$ cat config.mk
export PLATFORM = sky130hd
export DESIGN_NAME = neuron_operand_loader_flat
export DESIGN_NICKNAME = d
export VERILOG_FILES = /design/src/rtl/neuron_operand_loader_if.sv /design/src/rtl/neuron_operand_loader.sv /design/src/flat_wrapper.sv
export SDC_FILE = /design/constraint.sdc
export NUM_CORES = 1
export LEC_CHECK = 0
export CAP_MARGIN = 25
export CORE_MARGIN = 3
export CORE_UTILIZATION = 35
export CTS_CLUSTER_SIZE = 24
export DETAILED_ROUTE_END_ITERATION = 8
export PLACE_DENSITY_LB_ADDON = 0.3
export SLEW_MARGIN = 5
export SYNTH_ARGS = -nofsm -noshare
export SYNTH_HDL_FRONTEND = slang
export SYNTH_SLANG_ARGS = --single-unit
$ cat constraint.sdc
create_clock -name clk -period 2.75 [get_ports clk]
set_input_delay 0.275 -clock clk [delete_from_list [all_inputs] [get_ports clk]]
set_output_delay 0.275 -clock clk [all_outputs]
set_load 0.02 [all_outputs]
$ cat src/rtl/neuron_operand_loader_if.sv
// Serial operand stream feeding neuron_operand_loader.
// One (input, weight) pair per beat; bias travels with the final beat.
interface neuron_operand_loader_if #(
    parameter int IW = 8,
    parameter int WW = 16
) ();
    logic          s_clear;
    logic          s_valid;
    logic          s_ready;
    logic [IW-1:0] s_in;
    logic [WW-1:0] s_weight;
    logic [IW-1:0] s_bias;

    modport master (
        output s_clear, s_valid, s_in, s_weight, s_bias,
        input  s_ready
    );

    modport slave (
        input  s_clear, s_valid, s_in, s_weight, s_bias,
        output s_ready
    );
endinterface

$ cat src/rtl/neuron_operand_loader.sv
// Serial-to-parallel operand loader in front of single_neuron.
// Optional LOADER_WEIGHT_KEEP_EN adds w_keep to reuse the held weights.
module neuron_operand_loader #(
    parameter int N  = 2,
    parameter int QM = 3,
    parameter int QN = 5,
    parameter int WM = 6,
    parameter int WN = 10
) (
    input  logic                          clk,
    input  logic                          nrst,
    neuron_operand_loader_if.slave        s,
`ifdef LOADER_WEIGHT_KEEP_EN
    input  logic                          w_keep,
`endif
    output logic [N-1:0][QM+QN-1:0]       inputs,
    output logic [N-1:0][WM+WN-1:0]       weights,
    output logic [QM+QN-1:0]              bias,
    output logic                          vec_valid,
    input  logic                          vec_ready,
    output logic [$clog2(N):0]            beat_idx
);
    localparam int BW = $clog2(N) + 1;

    typedef enum logic {LOAD, FULL} state_t;

    state_t        state, state_nx;
    logic [BW-1:0] idx_nx;
    logic          wr;
    logic          last;
    logic          keep_eff;
    logic          keep_q, keep_nx;

    assign s.s_ready = (state == LOAD);
    assign vec_valid = (state == FULL);

    always_comb begin
        state_nx = state;
        idx_nx   = beat_idx;
        wr       = 1'b0;
        last     = 1'b0;
        unique case (state)
            LOAD: begin
                if (s.s_valid) begin
                    wr = 1'b1;
                    if (beat_idx == BW'(N-1)) begin
                        last     = 1'b1;
                        idx_nx   = '0;
                        state_nx = FULL;
                    end else begin
                        idx_nx = beat_idx + 1'b1;
                    end
                end
            end
            FULL: begin
                if (vec_ready)
                    state_nx = LOAD;
            end
            default: state_nx = LOAD;
        endcase
        // Flush wins over both a pending beat and a consumer accept
        if (s.s_clear) begin
            state_nx = LOAD;
            idx_nx   = '0;
            wr       = 1'b0;
            last     = 1'b0;
        end
    end

`ifdef LOADER_WEIGHT_KEEP_EN
    // Beat 0 decides for the frame; later beats follow the flopped flag
    always_comb begin
        keep_eff = (beat_idx == '0) ? w_keep : keep_q;
        keep_nx  = keep_q;
        if (wr)
            keep_nx = last ? 1'b0 : keep_eff;
        if (s.s_clear)
            keep_nx = 1'b0;
    end
`else
    assign keep_eff = 1'b0;
    assign keep_nx  = 1'b0;
`endif

    always_ff @(posedge clk or posedge nrst) begin
        if (nrst) begin
            state    <= LOAD;
            beat_idx <= '0;
            keep_q   <= 1'b0;
        end else begin
            state    <= state_nx;
            beat_idx <= idx_nx;
            keep_q   <= keep_nx;
        end
    end

    always_ff @(posedge clk or posedge nrst) begin
        if (nrst) begin
            inputs  <= '0;
            weights <= '0;
            bias    <= '0;
        end else begin
            for (int i = 0; i < N; i++) begin
                if (wr && beat_idx == BW'(i)) begin
                    inputs[i] <= s.s_in;
                    if (!keep_eff)
                        weights[i] <= s.s_weight;
                end
            end
            if (last)
                bias <= s.s_bias;
        end
    end
endmodule
$ cat src/flat_wrapper.sv
// flat-port wrapper written by rule: the top's interface ports become plain ports
module neuron_operand_loader_flat 
#(
    parameter int N  = 2,
    parameter int QM = 3,
    parameter int QN = 5,
    parameter int WM = 6,
    parameter int WN = 10
)
  (clk, nrst, inputs, weights, bias, vec_valid, vec_ready, beat_idx, s_s_clear, s_s_valid, s_s_in, s_s_weight, s_s_bias, s_s_ready);
  neuron_operand_loader_if s_i ();
  input  logic clk;
  input  logic nrst;
  output logic [N-1:0][QM+QN-1:0] inputs;
  output logic [N-1:0][WM+WN-1:0] weights;
  output logic [QM+QN-1:0] bias;
  output logic vec_valid;
  input  logic vec_ready;
  output logic [$clog2(N):0] beat_idx;
  input wire logic [$bits(s_i.s_clear)-1:0] s_s_clear;
  input wire logic [$bits(s_i.s_valid)-1:0] s_s_valid;
  input wire logic [$bits(s_i.s_in)-1:0] s_s_in;
  input wire logic [$bits(s_i.s_weight)-1:0] s_s_weight;
  input wire logic [$bits(s_i.s_bias)-1:0] s_s_bias;
  output wire logic [$bits(s_i.s_ready)-1:0] s_s_ready;
  assign s_i.s_clear = s_s_clear;
  assign s_i.s_valid = s_s_valid;
  assign s_i.s_in = s_s_in;
  assign s_i.s_weight = s_s_weight;
  assign s_i.s_bias = s_s_bias;
  assign s_s_ready = s_i.s_ready;
  neuron_operand_loader #(.N(N), .QM(QM), .QN(QN), .WM(WM), .WN(WN)) u_core (.clk(clk), .nrst(nrst), .s(s_i), .inputs(inputs), .weights(weights), .bias(bias), .vec_valid(vec_valid), .vec_ready(vec_ready), .beat_idx(beat_idx));
endmodule
* After elaboration in Yosys (flattened, before gate mapping)
Cells that the tools add are included.
Widths: inputs -> output; s select.
** Cells by class
- $add $sub $neg :: 1
- Reduce and logical (&&, ||, !) cells :: 5
- Bitwise operators :: 1
- Muxes and demuxes :: 14
- Eq/ne operators :: 2
** Operators by type and width (number)
- $mux 1 :: 9
- $mux 2 :: 4
- $add 2x1->2 const B :: 1
- $eq 2x1->1 const B :: 1
- $logic_and 1x1->1 :: 2
- $logic_not 2->1 :: 1
- $ne 2x2->1 const B :: 1
- $pmux 1 s2 :: 1
- $reduce_and 2->1 :: 1
- $reduce_bool 2->1 :: 1
- $not 1->1 :: 1
** Word-level totals
- Register bits after elaboration :: 59
- Logic and storage cells :: 30
- Input port bits :: 37
- Output and inout bits :: 60

* Depth between registers and ports, before layout
Gate-level depths: netlist of run 1.
- Depth after elaboration :: 5
- Mapped depth :: 5
- Depth with buffers taken out :: 3

* Least setup slack after synthesis of run 1
Ideal clock, no wire load.
- Path type :: reg2reg
- From :: register u_core.state, in the netlist u_core.vec_valid
- To :: register u_core.inputs[0] (netlist name)
- Library setup time :: 0.125 ns
- Data arrival time :: 1.372 ns
- Path slack :: 1.253 ns
- Clock period less this slack :: 1.497 ns
- Cell stages (with the launch flop) :: 6
- Cell sequence :: dfrtp_1 -> nor2b_4 -> and3b_1 -> buf_6 -> buf_12 -> mux2_4
** On the way
- Word-level cells in the longest chain between the ends :: 3
** RTL lines
- start, declared :: line neuron_operand_loader.sv:27 : state_t state, state_nx;
- start signal, assigned :: line neuron_operand_loader.sv:91 : state <= state_nx;
- $mux 1 :: line neuron_operand_loader.sv:42 : unique case (state)
- $mux 1 :: line neuron_operand_loader.sv:62 : if (s.s_clear) begin
- $logic_and 1x1->1 :: line neuron_operand_loader.sv:104 : if (wr && beat_idx == BW'(i)) begin
- end signal, assigned by index :: line neuron_operand_loader.sv:105 : inputs[i] <= s.s_in;
- end, declared :: line neuron_operand_loader.sv:16 : output logic [N-1:0][QM+QN-1:0] inputs,
No other way between the ends.
A chain may end at the register's enable or synchronous reset.

* Final worst setup path of run 1
- From :: register u_core.state, in the netlist u_core.vec_valid
- To :: register u_core.inputs[5] (netlist name)
Same word-level chain as after synthesis.

==> metrics.txt, run 1 <==
setup repair after global routing missed its margin=false; detailed-router iteration count before antenna repair=4; initial core utilization=36.33%; Post-Synthesis Net Count=approximately 170; footprint of the multi-input gates=~780 sq um; Netlist cell types=16; worst flop-to-flop path endpoint=u_core.inputs[5]; Resized cells post-CTS=0; leakage power figure=between 1.5 and 2 nW; Max Root-Sink Buffers=2; number of hold-slack violations in the final timing report=0; start point of the critical path=u_core.vec_valid; Yosys warnings=0; layout overhead on the synthesized area=52.28%; number of antenna violations at the first check in global routing=0; Crit. End Element=register; Clock H-tree levels=3; Area after DPL=3366 sq um; Period minus WS final=around 1.8 ns; clock latency on the worst-skew pair=0.32 ns; number of I/O port buffers=96; # DRC=0; filler cell count=about 540; Worst Tran Pin Value=around 0.44 ns; count of final max-slew check failures=0; first-pass GRT wire length=around 8300 um; clock tree root driver cell=sky130_fd_sc_hd__clkbuf_8; number of nets in the layout=273; Final Instance Area=~3600 sq um; met2 wire len=2682 um; leftover overflow at the end of global routing=0; core outline area=6422 sq um; final WL=5056 um; part of the Yosys area used for sequential elements=around 63%; via count=between 1k and 1.5k; via count of the first global-routing pass=1627; tightest slew margin relative to the limit=a little over two thirds; Vert. Die Dim=87.65 um; status=finished clean; cts bufs inserted=9; total negative setup slack=0 ns; required time of the critical path=around 3.0 ns; global placer's final weighted congestion=around 0.67; # Max-Cap Violations=0; dpl hpwl=3562 um; #FFs+latches synth=59; number of synthesized flops with an enable pin=0; 1st-iter DRT viols=31; number of antenna-violating nets in the routed design=0; largest fanout on the critical path=14; critical setup path kind=reg2reg; worst r2r path cells=4; Total Die Area=a little under 8000 sq um; total of hold buffers inserted after clock tree synthesis=0; DR WL met3=between 200 and 300 um; horizontal extent of the die=slightly below 90 um; final setup violation count=0; via density per instance=between 4 and 5; average cell area after synthesis=between 15 and 20 sq um; number of I/O pins=97; synthesized netlist cell count=roughly 130; wire length per cell=15.90 um; Highest Signal Layer=met4; Setup Buffers After CTS=0; fraction of final layout cells sized beyond drive strength 1=between 30% and 40%; Global Route Usage Sum=roughly 14%; Period Utilization, post-route=a little under two thirds; power density cells=942.6 nW/um^2; maximum vdd ir drop=between 0.3 and 0.4 mV; CTS tree=done; post-synthesis instance area=roughly 2300 sq um; routed metal-1 wire length=about 2000 um; number of rows created at floorplan=29; nature of the critical path startpoint=register; asr flop ratio synth=100.0%; Antenna Cells=0; Clock Pin Slew Worst Setup and Hold Paths=0.06 ns; signal arrival time at the worst endpoint=1.96 ns; area of all sequential standard cells=~1500 sq um; Critical R2R Launch=u_core.vec_valid; number of sinks on the clock net=approximately 60; pin count of the biggest net entering global routing=60; achievable frequency=roughly 570 MHz; Worst Hold Slack=0.3133 ns; worst reg2reg setup slack=just under 1 ns; worst min-delay path class=in2async; Max Clock Skew=between 0.007 and 0.008 ns; Most used DFF post-synth=sky130_fd_sc_hd__dfrtp_1
[placed cells by master (no fill, tap or decap), types with 2 or more instances in the layout]
master                            netlist  routed
sky130_fd_sc_hd__buf_12                 2       2
sky130_fd_sc_hd__clkdlybuf4s50_1        0      96
sky130_fd_sc_hd__mux2_4                20      20
sky130_fd_sc_hd__clkbuf_1               0       4
sky130_fd_sc_hd__mux2_2                36      36
sky130_fd_sc_hd__clkbuf_8               0      10
sky130_fd_sc_hd__dfrtp_1               59      59
[logic make-up after synthesis]
logic type	count (synthesis)	share of synthesized area, %
and+or+nand+nor	6	2.091
AOI/OAI and AO/OA	2	0.5361
muxes	56	30.24
buffers and inverters	8	3.485
DFF	59	63.27
xor gates and xnor gates	1	0.3754
[through the flow]
stage               std cells  total power, mW  utilization [%]  setup slack (ns)
global placement          302            2.607            52.41            0.6730
finish                    318            3.350            55.33            0.9914
detailed placement        302            2.624            52.41            0.6343
CTS                       318            3.404            55.33            0.9623
global route              318            3.525            55.33            0.8880
floorplan                 132            1.950                -             1.019
[per-layer routing]
layer	up-vias	global-route usage, %
met2	48	24.38
met1	751	16.34
met5	-	0
li1	665	-
met4	0	7.113
met3	6	4.327
[worst max-delay path: stages (launching register included)]
cell                      delay, ns
sky130_fd_sc_hd__dfrtp_1       0.44
sky130_fd_sc_hd__nor2b_4       0.18
sky130_fd_sc_hd__and3b_2       0.45
sky130_fd_sc_hd__buf_12        0.22
sky130_fd_sc_hd__mux2_2        0.35
[final cells by class]
| type | count | share of cell area (%) |
|---|---|---|
| Sequential cell | 59 | 41.55 |
| Multi-Input combinational cell | 65 | 21.87 |
| Inverter | 2 | 0.2113 |
| Timing Repair Buffer | 99 | 28.38 |
| Clock buffer | 14 | 4.296 |
| Tap cell | 77 | 2.711 |
| Clock inverter | 2 | 0.9859 |
[state kept, by name (all words and copies together), names as in the netlist]
| name | cells |
|---|---|
| u_core.bias | 8 |
| u_core.inputs | 16 |
| u_core.vec_valid | 1 |
| u_core.beat_idx | 2 |
| u_core.weights | 32 |
[Yosys cell counts, types with 2 or more instances]
library cell | n | area, sq um
sky130_fd_sc_hd__inv_1 | 2 | 7.510
sky130_fd_sc_hd__buf_12 | 2 | 40.04
sky130_fd_sc_hd__mux2_2 | 36 | 405.4
sky130_fd_sc_hd__mux2_4 | 20 | 300.3
sky130_fd_sc_hd__dfrtp_1 | 59 | 1476
sky130_fd_sc_hd__buf_4 | 3 | 22.52
[how the worst max path moves through the flow]
| stage | to | slack (ns) | depth (start not counted) |
|---|---|---|---|
| 3_3_place_gp | u_core.inputs[5] | 0.67 | 5 |
| 6_report | u_core.inputs[5] | 0.99 | 4 |
| 2_1_floorplan | u_core.beat_idx[0] | 1.02 | 1 |
| 3_5_place_dp | u_core.inputs[5] | 0.63 | 5 |
| 5_1_grt | u_core.inputs[5] | 0.89 | 4 |
| 4_1_cts | u_core.inputs[5] | 0.96 | 4 |
[where the power goes]
group / total (mW) / leakage, nW / internal (mW) / switching [mW]
combinational: 1.32 / 0.731 / 0.744 / 0.578
sequential: 1.27 / 0.707 / 1.14 / 0.136
clock: 0.755 / 0.0947 / 0.444 / 0.311
total: 3.35 / 1.53 / 2.32 / 1.03
Power figures use the tool's default switching activity.
==> inputs of run 2 (changes only) <==
- clock period: 2.75 -> 1.6 ns (I/O delays scaled with it)
==> run 2 against run 1 <==
Non-clock buffer count increased by 6. Critical endpoint is now vec_valid. First-iteration DRC count increased by 29%. Highest routed layer unchanged. Final cell count increased by 1.6%. Critical path depth decreased by 3. Sequential power increased by 72%. Hold slack got worse by 0.047 ns. Utilization increased by 0.92 points. Clock-buffer cell count decreased by 2. Sequential share of layout area decreased by 0.68 points. Largest power group unchanged. Via count increased by 1.6%. Cell area increased by 1.7%.
==> metrics.txt, run 2 (synthesis gave the netlist of run 1 again) <==
status=finished clean; wire length per cell=15.15 um (-4.7%); horizontal extent of the die=87.65 um (unchanged); worst min-delay path class=in2async; max FFs per register=32 (unchanged); placed cell count=308 (+2.0%); # Max-Cap Violations=0 (unchanged); required time of the critical path=1.44 ns (-1.51 ns); cell at the slowest stage of the critical path=sky130_fd_sc_hd__clkdlybuf4s50_1; power density cells=1550 nW/um^2 (+64%); number of I/O port buffers=96 (unchanged); maximum single-stage delay on the critical path=0.63 ns (+0.18 ns); Top delay family on crit path=buffers and inverters; layout overhead on the synthesized area=54.80%; most common cell after layout, fill and taps aside=sky130_fd_sc_hd__clkdlybuf4s50_1; worst-path cell chain=clkdlybuf4s50_1; area of all sequential standard cells=1476 sq um (unchanged); tightest slew margin relative to the limit=80.12% (+9.5 points); Worst Path Buf+Inv=1 (unchanged); largest fanout on the critical path=3 (-11); clock latency on the worst-skew pair=0.33 ns (about the same); total power after layout=5.599 mW (+67%); Max Clock Skew=0.005433 ns (-0.001678 ns); pin count of the biggest net entering global routing=60 (unchanged); final WL=4893 um (-3.2%); registers with the highest flip-flop counts=u_core.weights x32, u_core.inputs x16, u_core.bias x8; via count=1494 (+1.6%); Clock H-tree levels=3 (unchanged); first-pass GRT wire length=7997 um (-3.3%); Period Utilization, post-route=a little over nine tenths; footprint of the multi-input gates=775.7 sq um (-0.16%); initial core utilization=36.33% (unchanged); global placer's final weighted congestion=0.6657 (-0.51%); Crit. End Element=output port; detailed-router iteration count before antenna repair=2 (-2); # DRC=0 (unchanged); Max Root-Sink Buffers=2 (unchanged); CTS tree=done; largest register by flop count=u_core.weights; number of hold-slack violations in the final timing report=0 (unchanged); clock tree root driver cell=sky130_fd_sc_hd__clkbuf_8; Global Route Usage Sum=13.86% (-0.47 points); Antenna Cells=0 (unchanged); most frequent cells in the layout=sky130_fd_sc_hd__clkdlybuf4s50_1 (94), sky130_fd_sc_hd__dfrtp_1 (59), sky130_fd_sc_hd__mux2_2 (36), sky130_fd_sc_hd__mux2_4 (20), sky130_fd_sc_hd__clkbuf_8 (10); total of hold buffers inserted after clock tree synthesis=0 (unchanged); leakage power figure=1.578 nW (+2.9%); maximum vdd ir drop=0.6696 mV (+73%); achievable frequency=around 660 MHz; number of cells in the finished layout apart from fillers=323 (+1.6%); setup repair after global routing missed its margin=false; number of I/O pins=97 (unchanged); worst reg2reg setup slack=0.12 ns (-0.87 ns); number of antenna-violating nets in the routed design=0 (unchanged); number of antenna violations at the first check in global routing=0 (unchanged); signal arrival time at the worst endpoint=1.37 ns (-0.59 ns); number of sinks on the clock net=59 (unchanged); number of rows created at floorplan=29 (unchanged); fraction of final layout cells sized beyond drive strength 1=33.33% (+1.8 points); cts bufs inserted=9 (unchanged); core outline area=6422 sq um (unchanged); Total Die Area=7683 sq um (unchanged); via density per instance=4.625 (about the same); Setup Buffers After CTS=0 (unchanged); Period minus WS final=around 1.5 ns; Area after DPL=3451 sq um (+2.5%); Vert. Die Dim=87.65 um (unchanged); leftover overflow at the end of global routing=0 (unchanged); 1st-iter DRT viols=40 (+29%); Clock Pin Slew Worst Setup and Hold Paths=0.06 ns (about the same); count of final max-slew check failures=0 (unchanged); critical setup path kind=reg2out; Worst Tran Pin Value=0.2982 ns (-0.1426 ns); nature of the critical path startpoint=register; final setup violation count=0 (unchanged); filler cell count=542 (+0.74%); Final Instance Area=3612 sq um (+1.7%); via count of the first global-routing pass=1630 (+0.18%); number of nets in the layout=279 (+2.2%); dpl hpwl=3533 um (-0.84%)
run 2: cell types whose count changed in the layout (fill, tap and decap cells not counted), sizes merged:
cell,before,now
buf,3,9
clkbuf,14,12
clkdlybuf4s50,96,94
clkinv,1,3
bufinv,1,0
clkinvlp,0,1
dlygate4sd2,0,1
dlymetal6s2s,0,1
inv,2,1
run 2: cell type report:
cell class / instances / share of cell area, %
flip-flops and latches: 59 / 40.87
repair buffers: 105 / 30.24
multi-input cells: 65 / 21.48
clock buffers: 12 / 4.018
well taps: 77 / 2.667
clock inverters: 3 / 0.4157
inverters: 2 / 0.3117
run 2: path summary, 6_finish.rpt:
path | to | cells after the start | start
max | vec_valid | 1 | u_core.vec_valid
min | u_core.inputs[11] | 3 | nrst
max reg2reg | u_core.inputs[5] | 4 | u_core.beat_idx[1]
min reg2reg | u_core.inputs[10] | 1 | u_core.inputs[10]
max in group asynchronous | u_core.weights[2] | 3 | nrst
min in group clk | u_core.vec_valid | 2 | vec_ready
run 2: power by group:
part	total [mW]	switching (mW)	internal, mW	leakage, nW
Clock	1.12	0.530	0.588	0.0860
Sequential	2.18	0.232	1.95	0.707
Combinational	2.30	0.997	1.30	0.785
run 2: timing repair:
item | 4_1_cts | 5_1_grt
gates resized for setup | 1 | 1
cloned | 0 | 0
setup endpoints to repair | 1 | 1
hold endpoints to repair | 0 | 0
run 2: metal layers:
| metal | share of wire [%] | routed length [um] | vias to the layer above | GRT usage (%) |
|---|---|---|---|---|
| met3 | 6.8 | 332 | 5 | 6.679 |
| met1 | 41 | 2000 | 758 | 16.58 |
| li1 | - | - | 678 | - |
| met4 | 1.3 | 65 | 0 | 4.603 |
| met2 | 51 | 2495 | 53 | 21.99 |
| met5 | 0 | 0 | - | 0 |
run 2: metrics by stage:
step	hold slack (ns)	TNS (ns)	worst slack, ns	util (%)
2_1_floorplan	0.2264	0	0.1025	-
3_3_place_gp	0.4875	-1.324	-0.08039	53.73
3_5_place_dp	0.4927	-1.728	-0.09586	53.73
4_1_cts	0.2740	0	0.02130	56.20
5_1_grt	0.2745	0	0.0009773	56.24
6_report	0.2667	0	0.07357	56.24
==> inputs of run 3 (changes only) <==
- CORE_UTILIZATION: 35 -> 38
- SKIP_CTS_REPAIR_TIMING: default -> 1
==> run 3 against run 2 <==
Utilization grew 7.3 points. Cell area rose by 0.45%. Register-to-register slack got worse by 0.02 ns. Global-route usage grew 1.7 points. Final cell count down 1.5%. Via count up 0.40%. Clock power increased by 9%.
==> metrics.txt, run 3 (synthesis gave the netlist of run 1 again) <==
status=finished clean; worst reg2reg setup slack=0.10 ns (-0.02 ns); CTS tree=done; via count=1500 (+0.40%); Clock Pin Slew Worst Setup and Hold Paths=0.06 ns (about the same); core outline area=5709 sq um (-11%); Top delay family on crit path=buffers and inverters; worst-path cell chain=clkdlybuf4s50_1; Clock H-tree levels=3 (unchanged); Period Utilization, post-route=95.17% (-0.23 points); signal arrival time at the worst endpoint=1.36 ns (about the same); critical setup path kind=reg2out; cts bufs inserted=9 (unchanged); worst flop-to-flop path endpoint=u_core.weights[15]; # Max-Cap Violations=0 (unchanged); Period minus WS final=1.523 ns (-0.003654 ns); Max Clock Skew=0.002392 ns (-0.003040 ns); registers with the highest flip-flop counts=u_core.weights x32, u_core.inputs x16, u_core.bias x8; Worst path depth=1 (unchanged); leftover overflow at the end of global routing=0 (unchanged); most frequent cells in the layout=sky130_fd_sc_hd__clkdlybuf4s50_1 (94), sky130_fd_sc_hd__dfrtp_1 (59), sky130_fd_sc_hd__mux2_2 (36), sky130_fd_sc_hd__mux2_4 (20), sky130_fd_sc_hd__clkbuf_8 (12); required time of the critical path=1.44 ns (about the same); Crit. End Element=output port; clock tree root driver cell=sky130_fd_sc_hd__clkbuf_8; number of cells in the finished layout apart from fillers=318 (-1.5%); fraction of final layout cells sized beyond drive strength 1=33.74% (+0.41 points); Worst Path Buf+Inv=1 (unchanged); setup repair after global routing missed its margin=false; start point of the critical path=u_core.vec_valid; largest fanout on the critical path=3 (unchanged); largest register by flop count=u_core.weights; Critical R2R Launch=u_core.vec_valid; max FFs per register=32 (unchanged); leakage power figure=1.589 nW (+0.72%); number of antenna violations at the first check in global routing=0 (unchanged); count of final max-slew check failures=0 (unchanged); 1st-iter DRT viols=46 (+15%); detailed-router iteration count before antenna repair=4 (+2); total power after layout=5.716 mW (+2.1%); achievable frequency=656.7 MHz (+0.24%); final WL=5127 um (+4.8%); share of the core filled with cells=63.55% (+7.3 points); Vert. Die Dim=84.36 um (-3.8%); power density cells=1575 nW/um^2 (+1.6%); number of hold-slack violations in the final timing report=0 (unchanged); number of I/O pins=97 (unchanged); worst min-delay path class=in2async; via count of the first global-routing pass=1680 (+3.1%); total negative setup slack=0 ns (unchanged); clock latency on the worst-skew pair=0.33 ns (about the same); pin count of the biggest net entering global routing=60 (unchanged); number of rows created at floorplan=27 (-6.9%); Global Route Usage Sum=15.60% (+1.7 points); layout overhead on the synthesized area=55.50%; first-pass GRT wire length=8576 um (+7.2%); final setup violation count=0 (unchanged); global placer's final weighted congestion=0.6896 (+3.6%); via density per instance=4.717 (+2.0%); tightest slew margin relative to the limit=79.17% (-0.95 points); number of antenna-violating nets in the routed design=0 (unchanged); most common cell after layout, fill and taps aside=sky130_fd_sc_hd__clkdlybuf4s50_1; number of nets in the layout=279 (unchanged); capture point of the critical path=vec_valid; maximum vdd ir drop=0.8648 mV (+29%); dpl hpwl=3668 um (+3.8%); Worst Tran Pin Value=0.3125 ns (+0.01424 ns); Max Root-Sink Buffers=2 (unchanged); Total Die Area=7117 sq um (-7.4%); initial core utilization=40.87% (+4.5 points); maximum single-stage delay on the critical path=0.63 ns (about the same); # DRC=0 (unchanged); number of I/O port buffers=96 (unchanged); wire length per cell=16.12 um (+6.4%); cell at the slowest stage of the critical path=sky130_fd_sc_hd__clkdlybuf4s50_1; worst r2r path cells=4 (unchanged); placed cell count=303 (-1.6%); nature of the critical path startpoint=register; Antenna Cells=0 (unchanged); number of sinks on the clock net=59 (unchanged); horizontal extent of the die=84.36 um (-3.8%)
-- run 3: stage by stage --
step           worst slack (ns)  area (sq um)  hold slack [ns]
3_3_place_gp            -0.1132          3445           0.4869
6_report                0.07722          3628           0.2574
3_5_place_dp            -0.1196          3445           0.4936
4_1_cts                -0.02086          3623           0.2710
2_1_floorplan            0.1025          2337           0.2264
5_1_grt                 0.01757          3628           0.3039
-- run 3: routing by layer --
metal	GRT usage, %	part of all wire (%)
met5	0	0
met3	6.084	7.9
met4	8.201	2.0
met1	18.45	40
met2	24.61	50
-- run 3: worst reg2reg max path, delay by kind of cell (launching register included) --
kind          cells  cell delay [ns]
mux               1             0.35
buf+inv           1             0.19
simple gates      2             0.43
flops             1             0.42
-- run 3: layout make-up --
cell class	instances	area, sq um
Clock inverter	2	10.01
Multi-Input combinational cell	65	775.7
Clock buffer	13	168.9
Sequential cell	59	1476
Fill cell	440	2081
Timing Repair Buffer	105	1096
Tap cell	72	90.09
Inverter	2	11.26
-- run 3: worst min path at each step --
stage	from	endpoint
floorplan	s_s_clear	u_core.beat_idx[0]
global placement	u_core.bias[7]	u_core.bias[7]
detailed placement	u_core.inputs[8]	u_core.inputs[8]
CTS	nrst	u_core.weights[19]
global route	nrst	u_core.bias[7]
finish	nrst	u_core.weights[1]
-- run 3: report_power, final --
part           internal, mW  switching (mW)
combinational          1.30            1.01
clock                 0.675           0.542
sequential             1.95           0.237
total                  3.93            1.79
